$ cat config.mk
export PLATFORM = sky130hd
export DESIGN_NAME = branch_cond_unit
export DESIGN_NICKNAME = d
export VERILOG_FILES = /design/src/rtl/branch_cond_unit.sv
export SDC_FILE = /design/constraint.sdc
export NUM_CORES = 1
export LEC_CHECK = 0
export ABC_CLOCK_PERIOD_IN_PS = 4100
export CAP_MARGIN = 20
export CORE_UTILIZATION = 24
export CTS_CLUSTER_SIZE = 20
export DETAILED_ROUTE_END_ITERATION = 16
export HOLD_SLACK_MARGIN = 0.12
export PLACE_DENSITY = 0.85
export RECOVER_POWER = 100
export REMOVE_ABC_BUFFERS = 1
export SLEW_MARGIN = 20
export SYNTH_ARGS = -nofsm -noshare
export SYNTH_HDL_FRONTEND = slang
export SYNTH_SLANG_ARGS = --single-unit
$ cat constraint.sdc
create_clock -name clk -period 4.1 [get_ports clk]
set_input_delay 1.23 -clock clk [delete_from_list [all_inputs] [get_ports clk]]
set_output_delay 1.23 -clock clk [all_outputs]
set_load 0.05 [all_outputs]
$ cat src/rtl/branch_cond_unit.sv
// ---------------------------------------------------------------------------------------------
// branch_cond_unit
//
// Owns the architectural NZVC flag register and resolves ID-stage branches for the fetch stage.
// Flag-setting EX instructions (ADDS/SUBS/ANDS) load the register at the next edge. A branch
// presented in ID is resolved into a registered one-cycle br_done pulse with br_taken.
//
// The EX->ID flag hazard (B.cond in ID while EX sets flags) is handled two ways:
//   FORWARD = 1 : the EX flags are bypassed into the same-cycle evaluation, latency 1.
//   FORWARD = 0 : stall is raised for one cycle, the condition code is latched, and the
//                 branch is evaluated one cycle later against the updated register, latency 2.
//
// Parameters
//   BITS         width of the CBZ/CBNZ operand
//   FORWARD      1 = bypass EX flags, 0 = stall one cycle on the hazard
//
// Ports
//   clk          clock, all state on the rising edge
//   reset        synchronous active-high reset
//   ex_set_flags EX instruction is valid and writes the flags
//   ex_negative  EX ALU N flag
//   ex_zero      EX ALU Z flag
//   ex_overflow  EX ALU V flag
//   ex_carry_out EX ALU C flag
//   br_valid     ID presents a branch this cycle
//   br_type      00 B, 01 CBZ, 10 CBNZ, 11 B.cond
//   br_cond      B.cond condition code
//   cbz_data     register operand for CBZ/CBNZ
//   flush        kill any pending or outgoing resolution
//   flags        registered {N,Z,V,C}
//   stall        combinational, hold ID/IF this cycle
//   br_done      registered one-cycle pulse, resolution valid
//   br_taken     registered, meaningful while br_done is high
// ---------------------------------------------------------------------------------------------

module branch_cond_unit #(
    parameter int unsigned BITS    = 64,
    parameter bit          FORWARD = 1'b1
) (
    input  logic            clk,
    input  logic            reset,
    input  logic            ex_set_flags,
    input  logic            ex_negative,
    input  logic            ex_zero,
    input  logic            ex_overflow,
    input  logic            ex_carry_out,
    input  logic            br_valid,
    input  logic [1:0]      br_type,
    input  logic [3:0]      br_cond,
    input  logic [BITS-1:0] cbz_data,
    input  logic            flush,
    output logic [3:0]      flags,
    output logic            stall,
    output logic            br_done,
    output logic            br_taken
);

    localparam logic [1:0] BrUncond = 2'b00;
    localparam logic [1:0] BrCbz    = 2'b01;
    localparam logic [1:0] BrCbnz   = 2'b10;
    localparam logic [1:0] BrCond   = 2'b11;

    typedef enum logic [0:0] {
        StIdle,
        StWait
    } state_t;

    state_t      state_q;
    logic [3:0]  flags_q;
    logic [3:0]  cond_q;
    logic        br_done_q;
    logic        br_taken_q;

    logic [3:0]  ex_flags;
    logic        hazard;
    logic        hold_for_flags;
    logic [3:0]  eval_flags;
    logic        idle_taken;
    logic        wait_taken;

    // Condition codes come in pairs: the upper three bits pick a base test and bit 0 inverts
    // it. Codes E and F are both "always" and must not be inverted.
    function automatic logic cond_holds(input logic [3:0] code, input logic [3:0] f);
        logic n;
        logic z;
        logic v;
        logic c;
        logic base;
        {n, z, v, c} = f;
        case (code[3:1])
            3'd0:    base = z;
            3'd1:    base = c;
            3'd2:    base = n;
            3'd3:    base = v;
            3'd4:    base = c & ~z;
            3'd5:    base = (n == v);
            3'd6:    base = ~z & (n == v);
            default: base = 1'b1;
        endcase
        return (code[3:1] == 3'd7) ? 1'b1 : (base ^ code[0]);
    endfunction

    function automatic logic branch_taken(input logic [1:0]      kind,
                                          input logic [3:0]      code,
                                          input logic [BITS-1:0] data,
                                          input logic [3:0]      f);
        logic t;
        case (kind)
            BrUncond: t = 1'b1;
            BrCbz:    t = (data == '0);
            BrCbnz:   t = (data != '0);
            BrCond:   t = cond_holds(code, f);
            default:  t = 1'b0;
        endcase
        return t;
    endfunction

    always_comb begin
        ex_flags       = {ex_negative, ex_zero, ex_overflow, ex_carry_out};
        // Only B.cond reads flags, so CBZ/CBNZ/B never see the hazard.
        hazard         = br_valid & (br_type == BrCond) & ex_set_flags;
        hold_for_flags = hazard & ~FORWARD;
        eval_flags     = (hazard & FORWARD) ? ex_flags : flags_q;
        idle_taken     = branch_taken(br_type, br_cond, cbz_data, eval_flags);
        // In WAIT the register already holds the flags written by the EX instruction.
        wait_taken     = cond_holds(cond_q, flags_q);
    end

    assign stall = ~reset & ~flush & (state_q == StIdle) & hold_for_flags;

    always_ff @(posedge clk) begin
        if (reset) begin
            state_q    <= StIdle;
            flags_q    <= 4'b0000;
            cond_q     <= 4'b0000;
            br_done_q  <= 1'b0;
            br_taken_q <= 1'b0;
        end else begin
            // Flag writes are architectural and unaffected by flush.
            if (ex_set_flags) begin
                flags_q <= ex_flags;
            end

            if (flush) begin
                state_q   <= StIdle;
                br_done_q <= 1'b0;
            end else begin
                case (state_q)
                    StIdle: begin
                        if (hold_for_flags) begin
                            cond_q    <= br_cond;
                            state_q   <= StWait;
                            br_done_q <= 1'b0;
                        end else if (br_valid) begin
                            br_done_q  <= 1'b1;
                            br_taken_q <= idle_taken;
                        end else begin
                            br_done_q <= 1'b0;
                        end
                    end
                    StWait: begin
                        // ID inputs are the held copy of the stalled branch; ignore them.
                        br_done_q  <= 1'b1;
                        br_taken_q <= wait_taken;
                        state_q    <= StIdle;
                    end
                    default: begin
                        state_q   <= StIdle;
                        br_done_q <= 1'b0;
                    end
                endcase
            end
        end
    end

    assign flags    = flags_q;
    assign br_done  = br_done_q;
    assign br_taken = br_taken_q;

endmodule

# Yosys cells after proc, flatten, opt, wreduce, memory -nomap -nowiden
# Index checks and enable logic that the tools add are counted.
# W data, S select, Z words.
op_classes:
  n_reduce_logical: 6
  mux: 7
  eq_ne: 11
  bitwise_logic: 7
ops:
  columns: ["cell", "count"]
  rows:
  - ["$logic_not A64 Y1", 1]
  - ["$reduce_bool A64 Y1", 1]
  - ["$eq A3 B3 Y1 const B", 4]
  - ["$pmux W1 S7", 1]
  - ["$eq A3 B2 Y1 const B", 2]
  - ["$and A1 B1 Y1", 4]
  - ["$eq A2 B2 Y1 const B", 2]
  - ["$mux W1", 4]
  - ["$mux W4", 1]
  - ["$pmux W1 S4", 1]
  - ["$eq A3 B1 Y1 const B", 1]
  - ["$logic_not A3 Y1", 1]
  - ["$eq A2 B1 Y1 const B", 1]
  - ["$logic_not A2 Y1", 1]
  - ["$not A1 Y1", 2]
  - ["$reduce_and A2 Y1", 1]
  - ["$reduce_or A2 Y1", 1]
  - ["$eq A1 B1 Y1", 1]
  - ["$xor A1 B1 Y1", 1]
totals:
  output_inout_bits: 7
  ff_bits: 6
  wordCells: 34

# Depth between registers and ports, before layout
logic_depth:
  depth_word: 12
  depth_mapped: 7

# Worst setup path before layout
# Ideal clock, no wire load.
synth_timing:
  kind: "input -> register"
  start: "input ex_set_flags"
  end: "register br_taken_q, in the netlist br_taken"
  cell_stages: 7
  arrival_time_ns: 2.609
  path_buffers: 1
  slack_ns: 1.422
  path_cell_list: "buf_6 -> and4_4 -> or4_4 -> nand4b_1 -> mux2i_1 -> or3_1 -> o21ai_1"
synth_via:
  elab_chain_len: 10
  elab_cells_between_ends: 12
synth_rtl:
  columns: ["item", "line_no", "text"]
  rows:
  - ["start: declaration", "42", "input logic ex_set_flags,"]
  - ["$and A1 B1 Y1 (*)", "121", "hazard = br_valid & (br_type == BrCond) & ex_set_flags;"]
  - ["$mux W4 (*)", "123", "eval_flags = (hazard & FORWARD) ? ex_flags : flags_q;"]
  - ["$eq A1 B1 Y1 / $not A1 Y1 (equally long branches)", "96, 97, 95", null]
  - ["$and A1 B1 Y1 (on tied branches)", "97, 95", null]
  - ["$pmux W1 S7 (*)", "90", "case (code[3:1])"]
  - ["$mux W1 (*)", "108", "case (kind)"]
  - ["$xor A1 B1 Y1 (*)", "100", "return (code[3:1] == 3'd7) ? 1'b1 : (base ^ code[0]);"]
  - ["$mux W1 (*)", "100", null]
  - ["$pmux W1 S4 (*)", "108", null]
  - ["$mux W1 (*)", "154", "end else if (br_valid) begin"]
  - ["end signal: assignment", "156", "br_taken_q <= idle_taken;"]
  - ["end signal: assignment", "164", "br_taken_q <= wait_taken;"]
  - ["end: declaration", "72", "logic br_taken_q;"]
# Mark *: on every way between the ends. The rest lies on a longest branch, timed or not. The select of a mux whose other input is x is not followed.
# A chain may end at the register's enable or synchronous reset.

# Worst setup path after layout
# Same ends and word-level chain as after synthesis.

==> results.tsv <==
metric	value	unit
detailed placer's ending HPWL	2563	um
most used routing layer in global routing	met2	
pin count of the biggest net entering global routing	7	
total wirelength of the detailed-routed design	2852	um
number of placed instances, taps included	182	
Worst Setup Start Kind	input pin	
power share of the combinational group	51.0	%
met3 Usage GRT	4.310	%
sequential share of power	26.4	%
via/cell ratio	5.054	
multi-input logic area	462.9	um^2
count of H-tree levels built during CTS	1	
Arr. time, crit path	3.42	ns
critical path required time	4.29	ns
root buffer cell	sky130_fd_sc_hd__clkbuf_4	
number of resized instances in the post-cts repair step	0	
drt initial violations	16	
Worst-Margin Slew	0.5205	ns
Leakage Power	0.5645	nW
net count reported at finish	236	
unrepaired setup endpoints after global routing	false	
CTS tree	yes	
starting utilization of the core area	25.28	%
insertion delay of the later-clocked pin in the worst-skew pair	0.25	ns
Post CTS Setup Buffer Count	0	
switching share of power	27.74	%
count of distinct cell types in the synthesized netlist	28	
Port Buffer Count	84	
Core Util, Final	60.60	%
global-route total usage across every layer	21.07	%
path category of the worst min-delay check	register to register	
routed vias	935	
number of instances in the synthesized netlist	70	
Synthesis Warnings	0	
cell type with the highest aggregate area in the netlist	sky130_fd_sc_hd__dfxtp_1	
run status	finished clean	
area of the core	2455	um^2
die height	52.85	um
most used standard cells in the synthesized netlist	17 x sky130_fd_sc_hd__nor4_1, 9 x sky130_fd_sc_hd__mux2i_1, 6 x sky130_fd_sc_hd__dfxtp_1	
final worst setup slack	0.8675	ns
Remaining Overflow, GRT	0	
area taken by flip-flops and latches	120.1	um^2
Highest Clock Rate	0.3094	GHz
total of hold buffers inserted after clock tree synthesis	0	
Power Dens Cells	165.8	nW/um^2
Pint	0.1783	mW
Post-route DRC	0	
post-route non-filler standard cell count	185	
WL per Instance	15.42	um
Avg Synthesized Cell Area	8.866	um^2
classification of the worst setup path	input pin to register	
Final Max Tran Viols	0	
post-route antenna net violation count	0	
Max IR drop VDD	0.0001504	V
ys flop type	sky130_fd_sc_hd__dfxtp_1	
most common cell in the netlist	sky130_fd_sc_hd__nor4_1	
overall die area	2793	um^2
net switching power	0.06844	mW
number of fill cells in the layout	223	
Max-slew headroom	65.19	%
overall die width	52.85	um
Synth-to-Final Area Change	139.7	%
global-route track usage on met1	19.38	%
Max Fanout on Critical Path	6	
Max Root-Sink Buffers	2	
iteration count of the initial detailed-routing pass	4	
pre-CTS WS	0.7399	ns
fraction of layout cells with a size suffix above 1	3.226	%
number of max-cap violations	0	
final hold viol count	0	
proportion of synthesized flip-flops having asynchronous set or reset	0	%
cts bufs inserted	3	
post-synthesis sequential area ratio	19.35	%
number of storage elements in the synthesis netlist	6	
Syn Std Cell Area	620.6	um^2
first-pass GRT wire length	4264	um
CP endpoint kind	register	
Boundary Pins	86	
clock-pin slew of the registers on the worst-case setup and hold paths	0.06	ns
fraction of synthesized cell area taken by the top area cell type	19.35	%
last weighted congestion value of the routability-driven placer	0.8920	
clock network fraction of total power	22.6	%
number of flops mapped to enable cells by yosys	0	
number of global-route vias before repair	971	
fraction of met2 tracks used by global routing	44.09	%
Final TNS setup	0	ns
Setup violations, final	0	
CTS sink cnt	6	
Post-Route Skew	0.01491	ns
antenna violations before repair	0	
final critical delay including setup and external delays	3.232	ns
final cycle utilization of the critical path	78.84	%
count of antenna diodes in the layout	0	
row cnt	18	
largest cells by area after synthesis	sky130_fd_sc_hd__dfxtp_1 19%, sky130_fd_sc_hd__nor4_1 17%, sky130_fd_sc_hd__mux2i_1 15%	
overall power of the completed layout	0.2467	mW
==> logic make-up (layout without fill, tap and decap cells) <==
logic type	count (synthesis)	count (layout)	synth area share [%]
buffers and inverters	3	88	3.629
xor gates and xnor gates	3	3	4.235
AOI/OAI and AO/OA	6	6	5.848
other	1	1	0.6043
muxes	11	11	22.98
DFF	6	6	19.36
and+or+nand+nor	40	40	43.35
==> state kept, by name (all words and copies together), names as in the netlist <==
register,count
br_done,1
br_taken,1
flags,4
==> worst max-delay path, stage by stage <==
cell,delay (ns)
sky130_fd_sc_hd__dlygate4sd3_1,0.71
sky130_fd_sc_hd__nand4_1,0.24
sky130_fd_sc_hd__or4_1,0.58
sky130_fd_sc_hd__nand4b_1,0.12
sky130_fd_sc_hd__mux2i_1,0.07
sky130_fd_sc_hd__or3_1,0.34
sky130_fd_sc_hd__o21ai_1,0.12
==> layout by cell type, fill, tap and decap left out, types with 2 or more instances in the layout <==
cell type,Yosys,layout
sky130_fd_sc_hd__a21oi_1,2,2
sky130_fd_sc_hd__clkbuf_4,0,3
sky130_fd_sc_hd__clkdlybuf4s50_1,0,76
sky130_fd_sc_hd__dfxtp_1,6,6
sky130_fd_sc_hd__dlygate4sd3_1,0,8
sky130_fd_sc_hd__mux2i_1,9,9
sky130_fd_sc_hd__mux4_1,2,2
sky130_fd_sc_hd__nand2_1,2,2
sky130_fd_sc_hd__nand2b_1,2,2
sky130_fd_sc_hd__nand4_1,4,5
sky130_fd_sc_hd__nor2_1,4,4
sky130_fd_sc_hd__nor3b_1,2,2
sky130_fd_sc_hd__nor4_1,17,17
sky130_fd_sc_hd__o21ai_1,2,2
sky130_fd_sc_hd__xor2_1,2,2
==> per-stage QoR <==
stage	hold slack (ns)	instance area [um^2]
floorplan	0.7519	601.8
global placement	0.5616	1480
detailed placement	0.5601	1480
CTS	0.5686	1503
global route	0.5896	1488
finish	0.5576	1488
==> path summary, 6_finish.rpt <==
check                                      startpoint                    end  slack [ns]  cells past startpoint
worst max-delay path                     ex_set_flags  br_taken$_SDFFE_PP0P_        0.87                      7
worst min-delay path            flags[0]$_SDFFE_PP0P_  flags[0]$_SDFFE_PP0P_        0.56                      2
worst max register to register  flags[3]$_SDFFE_PP0P_  br_taken$_SDFFE_PP0P_        2.37                      6
worst min register to register  flags[0]$_SDFFE_PP0P_  flags[0]$_SDFFE_PP0P_        0.56                      2
==> power by group through the flow <==
stage	combinational (mW)	clock, mW	sequential, mW
global placement	0.125	0	0.0664
finish	0.126	0.0558	0.0652
global route	0.133	0.0619	0.0654
detailed placement	0.129	0	0.0662
floorplan	0.0245	0	0.0772
CTS	0.129	0.0574	0.0652
==> per-layer routing <==
layer / vias up / wire length, um
met2: 47 / 1567
li1: 459 / -
met5: - / 0
met3: 4 / 264
met1: 425 / 983
met4: 0 / 37
==> layout make-up <==
cell class,count,area share [%]
Multi-Input combinational cell,61,31.12
Inverter,1,0.2523
Clock buffer,3,1.514
Tap cell,30,2.523
Sequential cell,6,8.074
Timing Repair Buffer,84,56.52
Note: power is estimated with default switching activity, not from simulation.
